`config.mk`:
```
export PLATFORM = sky130hd
export DESIGN_NAME = prog_sequencer
export DESIGN_NICKNAME = d
export VERILOG_FILES = /design/src/rtl/prog_sequencer.sv
export SDC_FILE = /design/constraint.sdc
export NUM_CORES = 1
export LEC_CHECK = 0
export CORE_MARGIN = 2
export CORE_UTILIZATION = 55
export CTS_BUF_LIST = sky130_fd_sc_hd__clkbuf_8
export CTS_CLUSTER_DIAMETER = 200
export CTS_CLUSTER_SIZE = 10
export DETAILED_ROUTE_END_ITERATION = 8
export PLACE_DENSITY = 0.8
export SETUP_SLACK_MARGIN = 0.3
export SYNTH_ARGS = -nofsm -noshare
export SYNTH_HDL_FRONTEND = slang
export SYNTH_SLANG_ARGS = --single-unit
```
`constraint.sdc`:
```
create_clock -name clk -period 3.15 [get_ports clk]
set_clock_uncertainty 0.2 [all_clocks]
set_input_delay 0.63 -clock clk [delete_from_list [all_inputs] [get_ports clk]]
set_output_delay 0.63 -clock clk [all_outputs]
set_load 0.05 [all_outputs]
```
`src/rtl/prog_sequencer.sv`:
```
// -----------------------------------------------------------------------------
// prog_sequencer
//
// Purpose:
//   Holds a small 16 x 16 program memory loaded by a host and steps through it,
//   presenting one instruction at a time to a processor. The processor
//   acknowledges each instruction with cpu_done. Opcode 3'b001 (mvi) is a
//   two-word instruction: the instruction word is followed by its immediate.
//   A watchdog aborts to ERR if the processor stalls in WAIT.
//
// Ports:
//   clk          in   1   clock, rising edge
//   resetn       in   1   asynchronous active-low reset
//   prog_we      in   1   host write strobe (honoured only in IDLE / ERR)
//   prog_addr    in   4   host write address
//   prog_wdata   in  16   host write data
//   prog_len     in   5   program length in words, latched at start, clamped to 16
//   start        in   1   begin execution (honoured only in IDLE / ERR)
//   cpu_done     in   1   processor finished the current instruction
//   din          out 16   instruction word in ISSUE, immediate (mvi) or word in WAIT
//   run          out  1   instruction valid (ISSUE, WAIT)
//   busy         out  1   high in every state except IDLE
//   finished     out  1   one-cycle pulse on normal completion
//   err          out  1   sticky error flag
//   pc           out  4   address of the current instruction
//   instr_count  out  5   instructions retired since the last start
// -----------------------------------------------------------------------------
module prog_sequencer (
    input  logic        clk,
    input  logic        resetn,
    input  logic        prog_we,
    input  logic [3:0]  prog_addr,
    input  logic [15:0] prog_wdata,
    input  logic [4:0]  prog_len,
    input  logic        start,
    input  logic        cpu_done,
    output logic [15:0] din,
    output logic        run,
    output logic        busy,
    output logic        finished,
    output logic        err,
    output logic [3:0]  pc,
    output logic [4:0]  instr_count
);

    localparam logic [2:0] OP_MVI  = 3'b001;
    // Watchdog value seen in the 15th WAIT cycle; expiry fires at that edge.
    localparam logic [3:0] WD_LAST = 4'd14;

    typedef enum logic [2:0] {
        S_IDLE,
        S_FETCH,
        S_ISSUE,
        S_WAIT,
        S_FINISH,
        S_ERR
    } state_t;

    state_t      r_state;
    state_t      w_state_next;

    logic [15:0] r_mem [0:15];
    logic [15:0] r_din;
    // pc is one bit wider than the address so that it can reach 16 at the end.
    logic [4:0]  r_pc;
    logic [4:0]  r_len;
    logic [4:0]  r_count;
    logic [3:0]  r_wd;
    logic        r_err;
    logic        r_is_mvi;

    logic [4:0]  w_len_clamped;
    logic [15:0] w_fetch_word;
    logic [15:0] w_imm_word;
    logic        w_fetch_mvi;
    logic [4:0]  w_pc_adv;
    logic        w_start_go;
    logic        w_fetch_err;
    logic        w_retire;
    logic        w_wd_fire;

    assign w_len_clamped = (prog_len > 5'd16) ? 5'd16 : prog_len;
    assign w_fetch_word  = r_mem[r_pc[3:0]];
    // Only read while an mvi is in flight, which guarantees pc+1 < len <= 16.
    assign w_imm_word    = r_mem[r_pc[3:0] + 4'd1];
    assign w_fetch_mvi   = (w_fetch_word[8:6] == OP_MVI);
    assign w_pc_adv      = r_pc + (r_is_mvi ? 5'd2 : 5'd1);

    assign din         = r_din;
    assign err         = r_err;
    assign pc          = r_pc[3:0];
    assign instr_count = r_count;

    // Program memory: no reset so contents survive resetn.
    always_ff @(posedge clk) begin
        if (prog_we && (r_state == S_IDLE || r_state == S_ERR)) begin
            r_mem[prog_addr] <= prog_wdata;
        end
    end

    always_ff @(posedge clk or negedge resetn) begin
        if (!resetn) begin
            r_state <= S_IDLE;
        end else begin
            r_state <= w_state_next;
        end
    end

    always_comb begin
        w_state_next = r_state;
        w_start_go   = 1'b0;
        w_fetch_err  = 1'b0;
        w_retire     = 1'b0;
        w_wd_fire    = 1'b0;
        run          = 1'b0;
        busy         = (r_state != S_IDLE);
        finished     = 1'b0;
        case (r_state)
            S_IDLE, S_ERR: begin
                if (start) begin
                    w_start_go   = 1'b1;
                    w_state_next = (w_len_clamped == 5'd0) ? S_FINISH : S_FETCH;
                end
            end
            S_FETCH: begin
                // An mvi whose immediate lies beyond the program is malformed.
                if (w_fetch_mvi && ((r_pc + 5'd1) >= r_len)) begin
                    w_fetch_err  = 1'b1;
                    w_state_next = S_ERR;
                end else begin
                    w_state_next = S_ISSUE;
                end
            end
            S_ISSUE: begin
                run          = 1'b1;
                w_state_next = S_WAIT;
            end
            S_WAIT: begin
                run = 1'b1;
                // cpu_done wins over a simultaneous watchdog expiry.
                if (cpu_done) begin
                    w_retire     = 1'b1;
                    w_state_next = (w_pc_adv >= r_len) ? S_FINISH : S_FETCH;
                end else if (r_wd == WD_LAST) begin
                    w_wd_fire    = 1'b1;
                    w_state_next = S_ERR;
                end
            end
            S_FINISH: begin
                finished     = 1'b1;
                w_state_next = S_IDLE;
            end
            default: begin
                w_state_next = S_IDLE;
            end
        endcase
    end

    always_ff @(posedge clk or negedge resetn) begin
        if (!resetn) begin
            r_din    <= '0;
            r_pc     <= '0;
            r_len    <= '0;
            r_count  <= '0;
            r_wd     <= '0;
            r_err    <= 1'b0;
            r_is_mvi <= 1'b0;
        end else begin
            if (w_start_go) begin
                r_pc    <= '0;
                r_count <= '0;
                r_err   <= 1'b0;
                r_len   <= w_len_clamped;
            end
            if (r_state == S_FETCH) begin
                r_din    <= w_fetch_word;
                r_is_mvi <= w_fetch_mvi;
                r_wd     <= '0;
            end
            // Swap in the immediate so WAIT presents it to the processor.
            if (r_state == S_ISSUE && r_is_mvi) begin
                r_din <= w_imm_word;
            end
            if (r_state == S_WAIT) begin
                r_wd <= r_wd + 4'd1;
            end
            if (w_retire) begin
                r_pc    <= w_pc_adv;
                r_count <= r_count + 5'd1;
            end
            if (w_fetch_err || w_wd_fire) begin
                r_err <= 1'b1;
            end
            // Park din at zero whenever execution stops, so IDLE shows 0.
            if (w_state_next == S_FINISH || w_state_next == S_ERR) begin
                r_din <= '0;
            end
        end
    end

endmodule

```
# Yosys cells after proc, flatten, opt, wreduce, memory -nomap -nowiden

Memories as Yosys holds them, arrays and structs flattened.
Cells that the tools add are included.

Memory bits (writable): 256
Register bits after elaboration: 40
Memories kept: 1
Input bits: 30

Memories:

| memory | words | bits a word | read ports | clocked after Yosys merged registers in | write ports | RTL line | RTL |
|---|---|---|---|---|---|---|---|
| r_mem  | 16    | 16          | 2          | 0                                       | 1           | 62       | `logic [15:0] r_mem [0:15];` |

Equal/unequal tests: 9
Mux-type cells: 32
$lt $le $gt $ge: 3
Add/subtract/negate cells: 5
Reduce and logical (&&, ||, !) cells: 15

Operators by type and width:

| kind                                                                   | count |
|---|---|
| 16-bit 2-to-1 mux                                                      | 3 |
| 5-bit 2-to-1 mux                                                       | 4 |
| 3-bit 2-to-1 mux                                                       | 6 |
| 1-bit 2-to-1 mux                                                       | 15 |
| 3-bit equality test (second input constant)                            | 4 |
| 3-bit case mux with 4 select lines                                     | 1 |
| 5-bit by 1-bit adder with 5-bit output (second input constant)         | 2 |
| 5-bit greater-or-equal comparator                                      | 2 |
| 4-bit by 1-bit adder with 4-bit output (second input constant)         | 2 |
| 4-bit 2-to-1 mux                                                       | 2 |
| 3-bit by 1-bit equality test with 1-bit output (second input constant) | 2 |
| 3-bit by 2-bit equality test with 1-bit output (second input constant) | 2 |
| 2-bit nonzero test                                                     | 3 |
| 3-bit nonzero test                                                     | 2 |
| 5-bit by 2-bit adder with 5-bit output                                 | 1 |
| 5-bit greater-than comparator (second input constant)                  | 1 |
| 5-bit logical NOT                                                      | 1 |
| 4-bit equality test (second input constant)                            | 1 |
| 2-bit OR reduction                                                     | 2 |
| 1-bit logical AND                                                      | 3 |
| 3-bit logical NOT                                                      | 1 |
| 1-bit logical OR                                                       | 3 |
| 2-bit 2-to-1 mux                                                       | 1 |

# Longest topological paths before layout

Gate-level depths: netlist of run 1.

Depth in word-level cells: 9
Mapped depth: 13
Gate-level depth less buffers: 10

# Least setup slack after synthesis of run 1

Ideal clock, no wire load.

Path type: register to register
Start: register r_pc[1]
End: register r_state[0]
Slack: -0.028 ns
Setup time: 0.131 ns
Clock period less this slack: 3.178 ns
Path buffers: 3
Required time: 2.819 ns
Stages on the path, launching flop included: 13
Data arrival time: 2.847 ns
Cell sequence: dfrtp_1 -> buf_4 -> buf_2 -> nand3_1 -> xor2_1 -> clkbuf_1 -> inv_1 -> ha_1 -> o21ai_0 -> o21bai_1 -> a21oi_1 -> nor3_4 -> or3_1

Word-level cells in the longest chain between the ends: 5
Elaborated cells between the ends (all ways): 11
Classes of those cells: add/sub (2); order compare (2); eq/ne (1); mux (4); reduce/logical (1); memory (1)

Ends and longest elaborated chain:

| item                                                           | RTL line | RTL |
|---|---|---|
| from (decl)                                                    | 65       | `logic [4:0] r_pc;` |
| from (signal assigned)                                         | 188      | `r_pc <= w_pc_adv;` |
| 5-bit by 2-bit adder with 5-bit output (tied with other cells) | 87       | `assign w_pc_adv = r_pc + (r_is_mvi ? 5'd2 : 5'd1);` |
| 5-bit greater-or-equal comparator (tied with other cells)      | 143      | `w_state_next = (w_pc_adv >= r_len) ? S_FINISH : S_FETCH;` |
| 3-bit 2-to-1 mux / 1-bit logical AND (equally long branches)   | 143, 127 |  |
| 3-bit 2-to-1 mux, on equally long branches                     | 141, 127 |  |
| 3-bit case mux with 4 select lines *                           | 118      | `case (r_state)` |
| net w_state_next[0]                                            | 60       | `state_t w_state_next;` |
| to (signal assigned)                                           | 105      | `r_state <= w_state_next;` |
| to (decl)                                                      | 59       | `state_t r_state;` |

The timed path passes the listed nets; every way through them passes the cells marked *.
A chain may end at the register's enable or synchronous reset.

# Worst setup path after layout of run 1

Start: register r_pc[0]
End: register r_din[8] (netlist: din[8])

Word-level cells in the longest chain between the ends: 8
Elaborated cells between the ends (all ways): 19
Classes of those cells: add/sub (3); order compare (2); eq/ne (3); mux (7); reduce/logical (3); memory (1)

Ends and longest elaborated chain:

| item                                                                            | RTL line | RTL |
|---|---|---|
| 5-bit by 2-bit adder with 5-bit output (tied with other cells)                  | 87       |  |
| 5-bit greater-or-equal comparator (tied with other cells)                       | 143      |  |
| 3-bit 2-to-1 mux / 1-bit logical AND (equally long branches)                    | 143, 127 |  |
| 3-bit 2-to-1 mux, on equally long branches                                      | 141, 127 |  |
| 3-bit case mux with 4 select lines                                              | 118      |  |
| 3-bit equality test                                                             | 195      | `if (w_state_next == S_FINISH \|\| w_state_next == S_ERR) begin` |
| 1-bit logical OR                                                                | 195      |  |
| 3-bit nonzero test (no source line) / 16-bit 2-to-1 mux (equally long branches) | --       |  |
| to (signal assigned)                                                            | 176      | `r_din <= w_fetch_word;` |
| to (signal assigned)                                                            | 182      | `r_din <= w_imm_word;` |
| to (decl)                                                                       | 63       | `logic [15:0] r_din;` |

Several ways; a longest one is shown, not always the timed one. The select of a mux whose other input is x is not followed.

==> flow_summary_export.csv, run 1 <==
group,metric,value,unit
power_and_ir_drop,switching_power,5.37,mW
synthesis,yosysTopAreaCell,"edfxtp_1",
global_route,grt_max_degree,43,
global_route,grt_pass1_vias,8772,
power_and_ir_drop,combPwrFrac,49.6,%
timing,tightest_slew,0.924,ns
detailed_routing,top_layer_used,"met4",
synthesis,ys.flop_type,"edfxtp_1",
placed_design,dpl-instance-area,15400,sq um
timing,setup_violations,0,
power_and_ir_drop,ir_drop,0.000502,V
placed_design,port_buffers,58,
timing,hold_viol_final,0,
floorplan,row_count,58,
clocking,cts_tree,"done",
placed_design,hpwl,20.2,mm
detailed_routing,routedWlPerCell,29.1,microns
timing,rsz0062_at_grt,"yes",
worst_setup_path,arrival,3.30,ns
clocking,htreeDepth,2,
finish,drive_above_1_share,33.1,%
timing,fin_crit_sh,97.4,%
synthesis,ys_warn_count,0,
worst_setup_path,worstSetupStartpoint,"r_pc[0]$_DFFE_PN0P_",
timing,setup-tns-final,0,ns
detailed_routing,drt_iter0_drc,1126,
detailed_routing,wirelength,37.2,mm
synthesis,ys_top_cells_by_area,"edfxtp_1 (55%), mux4_2 (21%), dfrtp_1 (7.1%)",
floorplan,initial_core_util,56.0,%
synthesis,synthTopCellsByCount,"edfxtp_1 (256), mux4_2 (130), dfrtp_1 (40), nand2_1 (40), mux2i_1 (35)",
worst_setup_path,r2r_cells,7,
power_and_ir_drop,p_seq_share,33.1,%
detailed_routing,vias_per_cell,6.81,
outcome,status,"completed",
synthesis,ys_types,52,
finish,antenna_cells,0,
synthesis,synth_most_common_cell,"edfxtp_1",
hold_path,hold_class,"reg -> reg",
clocking,clock_path_buffers,3,
timing,relSlewSlack,38.2,%
synthesis,synth_area,14100,sq um
worst_setup_path,worstSetupStartpointType,"register",
detailed_routing,wl_met3,3.63,mm
finish,final_area,16800,sq um
worst_setup_path,crit_type,"reg -> reg",
synthesis,synth_edf_count,256,
clocking,worstSkewPairLatency,0.56,ns
detailed_routing,ant_nets,0,
synthesis,ys_seq_area_share,61.8,%
detailed_routing,remaining_drc_errors,0,
worst_setup_path,critPathCaptureType,"register",
worst_setup_path,required,3.38,ns
clocking,cts_buffers,35,
global_route,grt_pass1_wl,54.2,mm
worst_setup_path,critPathCapture,"din[8]$_DFFE_PN0P_",
synthesis,postSynth.asyncResetShare,13.5,%
worst_setup_path,r2r_slack,0.08,ns
synthesis,synth_top_cell_area_share,54.7,%
power_and_ir_drop,power_switching_share,36.6,%
power_and_ir_drop,leakage,5.68,nW
placed_design,routabilityCongestion,0.798,
detailed_routing,wl_met2,18.5,mm
floorplan,coreArea,25100,sq um
synthesis,synth_seq_cells,296,
power_and_ir_drop,clkPwrFrac,17.2,%
synthesis,syn_inst,804,
floorplan,ios,59,
detailed_routing,routed-via-count,8718,
synthesis,synthesis.nets,851,
timing,period_minus_slack,3.07,ns
clocking,clock-root-buffer,"clkbuf_8",
detailed_routing,first_pass_iters,6,
finish,fin_cells,1280,
finish,area_delta_synth_final,19.8,%
global_route,grt_usage,28.2,%
global_route,antenna_found_initial,0,
power_and_ir_drop,p_int,9.29,mW
worst_setup_path,crit_fanout,8,
clocking,clock_sinks,296,
worst_setup_path,r2r-start,"r_pc[0]$_DFFE_PN0P_",
power_and_ir_drop,p_per_area,871,nW/um^2
run,maxCapViolations,0,
synthesis,syn_area_per_cell,17.5,sq um
detailed_routing,wl_met1,13.7,mm
floorplan,die_area,26900,sq um
finish,nets,970,
timing,final_max_slew_viol_count,0,
timing,fmax,0.326,GHz
worst_setup_path,r2r_end,"din[8]$_DFFE_PN0P_",
global_route,grt-ovfl-total,0,
clocking,clk_pin_slew_worst_paths,0.08,ns
floorplan,die_w,164,microns
floorplan,chipHeight,164,microns
placed_design,dp_cells,1182,
[metrics by stage]
step / util, % / total power [mW] / hold WS [ns] / worst slack [ns]
2_1_floorplan: - / 9.20 / 0.134 / 0.251
3_5_place_dp: 61.4 / 10.8 / 0.293 / 0.00831
3_3_place_gp: 61.4 / 10.7 / 0.299 / 0.137
4_1_cts: 66.1 / 14.1 / 0.312 / 0.203
5_1_grt: 67.1 / 15.3 / 0.342 / 0.140
6_report: 67.1 / 14.7 / 0.325 / 0.0831
[cell families after synthesis]
group,Yosys count,synth area share (%)
AOI/OAI and AO/OA,87,4.24
muxes,169,23.6
buffers and inverters,65,2.37
and+or+nand+nor,161,5.78
xor gates and xnor gates,9,0.614
DFF,296,61.8
adders and majority gates,17,1.57
[metal layers]
layer  up-vias  global-route usage (%)
li1       3566                       -
met1      4480                    37.5
met2       581                    45.9
met3        91                    5.93
met4         0                    11.4
met5         -                       0
[worst max-delay path, cell delays in order, from the launching register on]
cell and delay, ns:
dfrtp_4 0.54, buf_6 0.14, ha_4 0.32, buf_12 0.14, mux4_2 0.50, mux4_2 0.53
a222oi_1 0.49, nor2_1 0.09
[what timing repair did]
action                                  CTS  global route
endpoints found under the hold margin    29             0
buffers inserted                         13            11
gates cloned                              7             2
pin swaps                                15            16
hold buffers                              1             0
endpoints found under the setup margin   24            22
resized for setup                        50            24
[placed cells by master, fill, tap and decap left out, types with 4 or more instances in the layout]
cell and count:
edfxtp_1 256, mux4_2 130, clkdlybuf4s50_1 51, nand2_1 39, inv_1 37, dfrtp_1 37
mux2i_1 35, clkbuf_8 35, buf_4 29, buf_12 23, nor2_1 20, o21ai_0 19
nand3_1 14, nor2b_1 13, nor2_2 13, ha_1 13, nand2b_1 12, a211oi_1 11
buf_6 11, nor3_2 9, o22ai_1 9, nor3_1 7, a221oi_2 7, a22oi_1 6
nand3b_1 6, a21oi_1 6, nor3_4 5, nor4_1 5, xor2_1 4, bufbuf_16 4
[power by group through the flow]
stage	Sequential (mW)	Clock, mW	Combinational, mW
2_1_floorplan	5.13	0	4.08
3_3_place_gp	4.91	0	5.75
3_5_place_dp	4.91	0	5.86
4_1_cts	4.84	2.55	6.72
5_1_grt	4.88	2.73	7.66
6_report	4.86	2.53	7.28
[worst min path at each step]
stage	slack (ns)	endpoint	startpoint	depth (start not counted)
final	0.33	err$_DFFE_PN0P_	err$_DFFE_PN0P_	1
after global routing	0.34	err$_DFFE_PN0P_	err$_DFFE_PN0P_	1
after CTS	0.31	err$_DFFE_PN0P_	err$_DFFE_PN0P_	1
after detailed placement	0.29	err$_DFFE_PN0P_	err$_DFFE_PN0P_	1
after global placement	0.30	err$_DFFE_PN0P_	err$_DFFE_PN0P_	1
after floorplan	0.13	din[0]$_DFFE_PN0P_	resetn	0
[cell type report]
cell class	count	area [sq um]
Clock buffer	35	482
Clock inverter	29	156
Fill cell	1652	8270
Inverter	12	45.0
Multi-Input combinational cell	444	5360
Sequential cell	296	8700
Tap cell	330	413
Timing Repair Buffer	134	1680
[sequential cells by signal (all words and copies together) (netlist names)]
name	count
r_wd	4
r_state	3
r_is_mvi	1
r_pc	5
din	16
err	1
r_len	5
instr_count	5
r_mem	256
(Power assumes the default switching activity.)
==> run 2: changes to the inputs <==
--- a/config.mk
+++ b/config.mk
@@ -9,7 +9,7 @@
 export CORE_UTILIZATION = 55
 export CTS_BUF_LIST = sky130_fd_sc_hd__clkbuf_8
 export CTS_CLUSTER_DIAMETER = 200
-export CTS_CLUSTER_SIZE = 10
+export CTS_CLUSTER_SIZE = 24
 export DETAILED_ROUTE_END_ITERATION = 8
 export PLACE_DENSITY = 0.8
 export SETUP_SLACK_MARGIN = 0.3
==> run 2 against run 1 <==
Non-clock buffer count is 5 higher. First-iteration DRC count grew 0.62%. Final cell count shrank 2.5%. Critical path depth increased by 3. Via count decreased by 1.5%. Register-to-register slack improved by 0.06 ns. Combinational power is essentially flat. Worst hold slack better by 0.018 ns. Critical path type unchanged. Highest routed layer unchanged.
==> flow_summary_export.csv, run 2 (synthesis gave the netlist of run 1 again) <==
group,metric,value,unit
global_route,grt_pass1_vias,8535,
finish,final_cell_mix,"edfxtp_1 (256), mux4_2 (130), clkdlybuf4s50_1 (51)",
power_and_ir_drop,combPwrFrac,52.9,%
power_and_ir_drop,power_switching_share,37.1,%
floorplan,initial_core_util,56.0,%
timing,tightest_slew,0.986,ns
hold_path,hold_start,"err$_DFFE_PN0P_",
worst_setup_path,crit_type,"reg -> reg",
clocking,clock_sinks,296,
timing,fmax,0.333,GHz
global_route,grt_max_degree,44,
timing,fin_crit_sh,95.5,%
timing,final_max_slew_viol_count,0,
timing,rsz0062_at_grt,"yes",
timing,setup-tns-final,0,ns
worst_setup_path,r2r-start,"r_pc[0]$_DFFE_PN0P_",
hold_path,hold_class,"reg -> reg",
detailed_routing,ant_nets,0,
clocking,htreeDepth,1,
power_and_ir_drop,p_seq_share,35.1,%
detailed_routing,first_pass_iters,6,
worst_setup_path,worstSetupStartpointType,"register",
power_and_ir_drop,switching_power,5.14,mW
detailed_routing,vias_per_cell,6.88,
power_and_ir_drop,leakage,5.45,nW
floorplan,die_w,164,microns
detailed_routing,routed-via-count,8590,
clocking,cts_tree,"done",
floorplan,die_area,26900,sq um
detailed_routing,remaining_drc_errors,0,
worst_setup_path,worstSetupStartpoint,"r_pc[0]$_DFFE_PN0P_",
detailed_routing,routedWlPerCell,29.2,microns
timing,finalWorstSetupSlack,0.143,ns
global_route,grt-ovfl-total,0,
worst_setup_path,arrival,3.26,ns
placed_design,place_ws,0.00831,ns
timing,hold_viol_final,0,
clocking,clk_pin_slew_worst_paths,0.15,ns
placed_design,hpwl,20.2,mm
finish,final_common_cell,"edfxtp_1",
clocking,worstSkewPairLatency,0.55,ns
worst_setup_path,critPathCaptureType,"register",
global_route,antenna_found_initial,0,
finish,finish.utilization,65.8,%
floorplan,coreArea,25100,sq um
finish,nets,955,
finish,largest_register,"r_mem",
detailed_routing,wirelength,36.4,mm
run,maxCapViolations,0,
finish,fillers,1699,
clocking,cts_buffers,16,
placed_design,routabilityCongestion,0.798,
power_and_ir_drop,ir_drop,0.000518,V
placed_design,port_buffers,58,
outcome,status,"completed",
power_and_ir_drop,p_int,8.70,mW
finish,largest_register_ffs,256,
floorplan,ios,59,
clocking,clock-root-buffer,"clkbuf_8",
finish,area_delta_synth_final,17.5,%
timing,whs,0.344,ns
timing,period_minus_slack,3.01,ns
timing,relSlewSlack,34.1,%
global_route,grt_pass1_wl,51.7,mm
worst_setup_path,crit_fanout,8,
floorplan,row_count,58,
finish,antenna_cells,0,
power_and_ir_drop,p_per_area,838,nW/um^2
detailed_routing,drt_iter0_drc,1133,
floorplan,chipHeight,164,microns
global_route,grt_usage,26.6,%
worst_setup_path,required,3.41,ns
timing,setup_violations,0,
finish,drive_above_1_share,32.7,%
clocking,clock_path_buffers,3,
power_and_ir_drop,clkPwrFrac,12.1,%
==> run 2: power groups by stage <==
stage / Clock [mW] / Sequential [mW] / Combinational (mW)
floorplan: 0 / 5.13 / 4.08
global placement: 0 / 4.91 / 5.75
detailed placement: 0 / 4.91 / 5.86
CTS: 1.68 / 4.85 / 6.58
global route: 1.82 / 4.89 / 7.71
finish: 1.67 / 4.86 / 7.31
==> run 2: critical path, stage by stage (launching register included) <==
cell and delay [ns]:
dfrtp_4 0.55, ha_4 0.18, fa_2 0.37, buf_6 0.14
xor2_1 0.16, ha_1 0.33, a21oi_2 0.18, o21ai_2 0.08
a32o_2 0.37, buf_6 0.19, nor3_2 0.17
==> run 2: timing repair <==
item                       4_1_cts  5_1_grt
buffers inserted                13       14
hold buffers                     1        0
hold endpoints to repair        29        0
cloned                           5        5
pin swaps                       18       10
setup endpoints to repair       25       21
gates resized for setup         56       28
==> run 2: routing by layer <==
layer  vias up  global-route usage (%)  wire length, microns
met5         -                       0                     0
met1      4428                    35.9                 13700
met2       560                    44.5                 18100
li1       3522                       -                     -
met4         0                    9.69                  1230
met3        80                    4.19                  3310
==> run 2: cell type report <==
| class | instances | area [sq um] | area share (%) |
|---|---|---|---|
| multi-input combinational | 443 | 5360 | 32.4 |
| inverter | 12 | 45.0 | 0.273 |
| clock inverter | 11 | 53.8 | 0.326 |
| sequential | 296 | 8700 | 52.7 |
| timing repair buffer | 139 | 1710 | 10.4 |
| clock buffer | 17 | 234 | 1.42 |
| tap | 330 | 413 | 2.50 |
==> run 2: path summary, 6_finish.rpt <==
path | to | slack, ns | cells after the start
setup / recovery | din[11]$_DFFE_PN0P_ | 0.14 | 10
hold / removal | err$_DFFE_PN0P_ | 0.34 | 1
setup reg to reg | din[11]$_DFFE_PN0P_ | 0.14 | 10
hold reg to reg | err$_DFFE_PN0P_ | 0.34 | 1
max in group asynchronous | din[13]$_DFFE_PN0P_ | 1.64 | 3
min in group asynchronous | r_len[0]$_DFFE_PN0P_ | 0.45 | 2
==> run 2: stage by stage <==
stage / instances / power, mW / instance area (sq um)
finish: 1248 / 13.8 / 16500
global route: 1248 / 14.4 / 16500
detailed placement: 1182 / 10.8 / 15400
global placement: 1182 / 10.7 / 15400
CTS: 1229 / 13.1 / 16200
floorplan: 804 / 9.20 / 14100
==> run 3: changes to the inputs <==
--- a/config.mk
+++ b/config.mk
@@ -11,6 +11,7 @@
 export CTS_CLUSTER_DIAMETER = 200
 export CTS_CLUSTER_SIZE = 24
 export DETAILED_ROUTE_END_ITERATION = 8
+export MAX_ROUTING_LAYER = met4
 export PLACE_DENSITY = 0.8
 export SETUP_SLACK_MARGIN = 0.3
 export SYNTH_ARGS = -nofsm -noshare
==> constraint.sdc (replaced) <==
create_clock -name clk -period 3.15 [get_ports clk]
set_clock_uncertainty 0.2 [all_clocks]
set_input_delay 0.63 -clock clk [delete_from_list [all_inputs] [get_ports clk]]
set_output_delay 0.63 -clock clk [all_outputs]
set_load 0.02 [all_outputs]
==> run 3 against run 2 <==
Worst setup slack better by 0.040 ns. Total power fell by 5.0%. Critical path type unchanged. Clock power barely moved. Core utilization decreased by 0.61 points. Register-to-register slack gained 0.04 ns. Worst hold slack better by 0.0073 ns. Maximum frequency grew 1.3%. First-iteration DRC count fell by 13%. Die area unchanged. Sequential share of layout area rose by 0.51 points. Routed wire length is 2.6% lower. Design area down 0.93%. Largest power group unchanged.
==> flow_summary_export.csv, run 3 (synthesis gave the netlist of run 1 again) <==
group,metric,value,unit
worst_setup_path,r2r-start,"r_pc[0]$_DFFE_PN0P_",
worst_setup_path,r2r_slack,0.18,ns
finish,antenna_cells,0,
worst_setup_path,required,3.42,ns
hold_path,hold_depth,1,
finish,final_cell_mix,"edfxtp_1 (256), mux4_2 (130), clkdlybuf4s50_1 (55)",
floorplan,row_count,58,
power_and_ir_drop,leakage,5.38,nW
finish,area_delta_synth_final,16.4,%
worst_setup_path,arrival,3.24,ns
finish,fillers,1713,
timing,fin_crit_sh,94.2,%
floorplan,initial_core_util,56.0,%
worst_setup_path,r2r_end,"din[11]$_DFFE_PN0P_",
finish,largest_register,"r_mem",
clocking,clock_sinks,296,
global_route,grt_pass1_wl,51.1,mm
clocking,clock-root-buffer,"clkbuf_8",
placed_design,routabilityCongestion,0.810,
detailed_routing,routedWlPerCell,28.6,microns
timing,period_minus_slack,2.97,ns
global_route,grt_usage,27.0,%
clocking,cts_tree,"done",
clocking,htreeDepth,1,
detailed_routing,wirelength,35.5,mm
placed_design,port_buffers,58,
finish,final_common_cell,"edfxtp_1",
power_and_ir_drop,ir_drop,0.000477,V
worst_setup_path,crit_type,"reg -> reg",
floorplan,coreArea,25100,sq um
worst_setup_path,worstSetupStartpointType,"register",
detailed_routing,first_pass_iters,6,
detailed_routing,routed-via-count,8489,
global_route,grt_max_degree,44,
timing,hold_viol_final,0,
timing,setup_violations,0,
hold_path,hold_class,"reg -> reg",
worst_setup_path,crit_fanout,8,
floorplan,ios,59,
timing,setup-tns-final,0,ns
timing,rsz0062_at_grt,"yes",
global_route,grt-ovfl-total,0,
finish,drive_above_1_share,31.3,%
detailed_routing,ant_nets,0,
floorplan,die_w,164,microns
global_route,antenna_found_initial,0,
floorplan,die_area,26900,sq um
detailed_routing,drt_iter0_drc,988,
global_route,grt_pass1_vias,8469,
timing,tightest_slew,0.919,ns
timing,fmax,0.337,GHz
outcome,status,"completed",
finish,largest_register_ffs,256,
timing,relSlewSlack,38.6,%
floorplan,chipHeight,164,microns
hold_path,hold_end,"err$_DFFE_PN0P_",
power_and_ir_drop,p_per_area,804,nW/um^2
detailed_routing,remaining_drc_errors,0,
clocking,clock_path_buffers,3,
worst_setup_path,r2r_cells,10,
hold_path,hold_start,"err$_DFFE_PN0P_",
run,maxCapViolations,0,
clocking,cts_buffers,16,
placed_design,hpwl,20.2,mm
clocking,clk_pin_slew_worst_paths,0.15,ns
finish,nets,947,
worst_setup_path,critPathCaptureType,"register",
timing,final_max_slew_viol_count,0,
clocking,worstSkewPairLatency,0.55,ns
detailed_routing,vias_per_cell,6.85,
finish,finish.utilization,65.1,%
## run 3: repair_timing
action | in CTS | in global routing
setup buffers | 8 | 12
pin swaps | 6 | 10
endpoints found under the setup margin | 23 | 22
hold endpoints to repair | 29 | 0
hold buffers | 1 | 0
gates cloned | 4 | 5
resized for setup | 28 | 30
## run 3: layer usage
| layer | routed length [microns] | track usage, % | up-vias |
|---|---|---|---|
| li1 | - | - | 3505 |
| met4 | 1420 | 9.21 | 0 |
| met2 | 17500 | 44.1 | 522 |
| met1 | 13300 | 35.5 | 4382 |
| met3 | 3260 | 3.99 | 80 |
| met5 | 0 | - | - |
## run 3: cell type report
cell class | instances | area [sq um] | area share, %
inverter | 12 | 45.0 | 0.275
multi-input combinational | 443 | 5320 | 32.5
tap | 330 | 413 | 2.52
clock inverter | 11 | 53.8 | 0.329
sequential | 296 | 8700 | 53.2
timing repair buffer | 131 | 1600 | 9.75
clock buffer | 17 | 234 | 1.43
## run 3: worst max-delay path, stage by stage (launching register included)
cell and delay [ns]:
dfrtp_4 0.54, ha_4 0.18, fa_2 0.37, buf_4 0.16
xor2_1 0.15, ha_1 0.31, a21oi_2 0.16, o21ai_2 0.08
a32o_2 0.37, buf_6 0.18, nor3_4 0.17
## run 3: power by group
group	switching, mW	total (mW)	internal, mW	leakage (nW)
combinational	3.20	6.62	3.43	2.38
clock	1.14	1.67	0.525	0.183
sequential	0.310	4.85	4.54	2.81
total	4.65	13.1	8.50	5.38
## run 3: worst max path at each step
| stage | from | end | slack [ns] | cells after the start |
|---|---|---|---|---|
| after CTS | r_pc[0]$_DFFE_PN0P_ | din[14]$_DFFE_PN0P_ | 0.23 | 10 |
| after detailed placement | r_pc[0]$_DFFE_PN0P_ | din[9]$_DFFE_PN0P_ | 0.008 | 10 |
| after floorplan | r_pc[1]$_DFFE_PN0P_ | r_state[0]$_DFF_PN0_ | 0.25 | 12 |
| final | r_pc[0]$_DFFE_PN0P_ | din[11]$_DFFE_PN0P_ | 0.18 | 10 |
| after global routing | r_pc[0]$_DFFE_PN0P_ | din[4]$_DFFE_PN0P_ | 0.12 | 10 |
| after global placement | r_pc[0]$_DFFE_PN0P_ | din[2]$_DFFE_PN0P_ | 0.14 | 10 |
## run 3: per-stage QoR
stage               cell area, sq um  hold WS [ns]  setup slack, ns  power, mW  std cells
detailed placement             15400         0.293          0.00831       10.4       1182
global placement               15400         0.299            0.137       10.3       1182
CTS                            16000         0.330            0.232       12.5       1223
global route                   16400         0.359            0.118       13.7       1240
floorplan                      14100         0.134            0.251       8.88        804
finish                         16400         0.351            0.183       13.1       1240
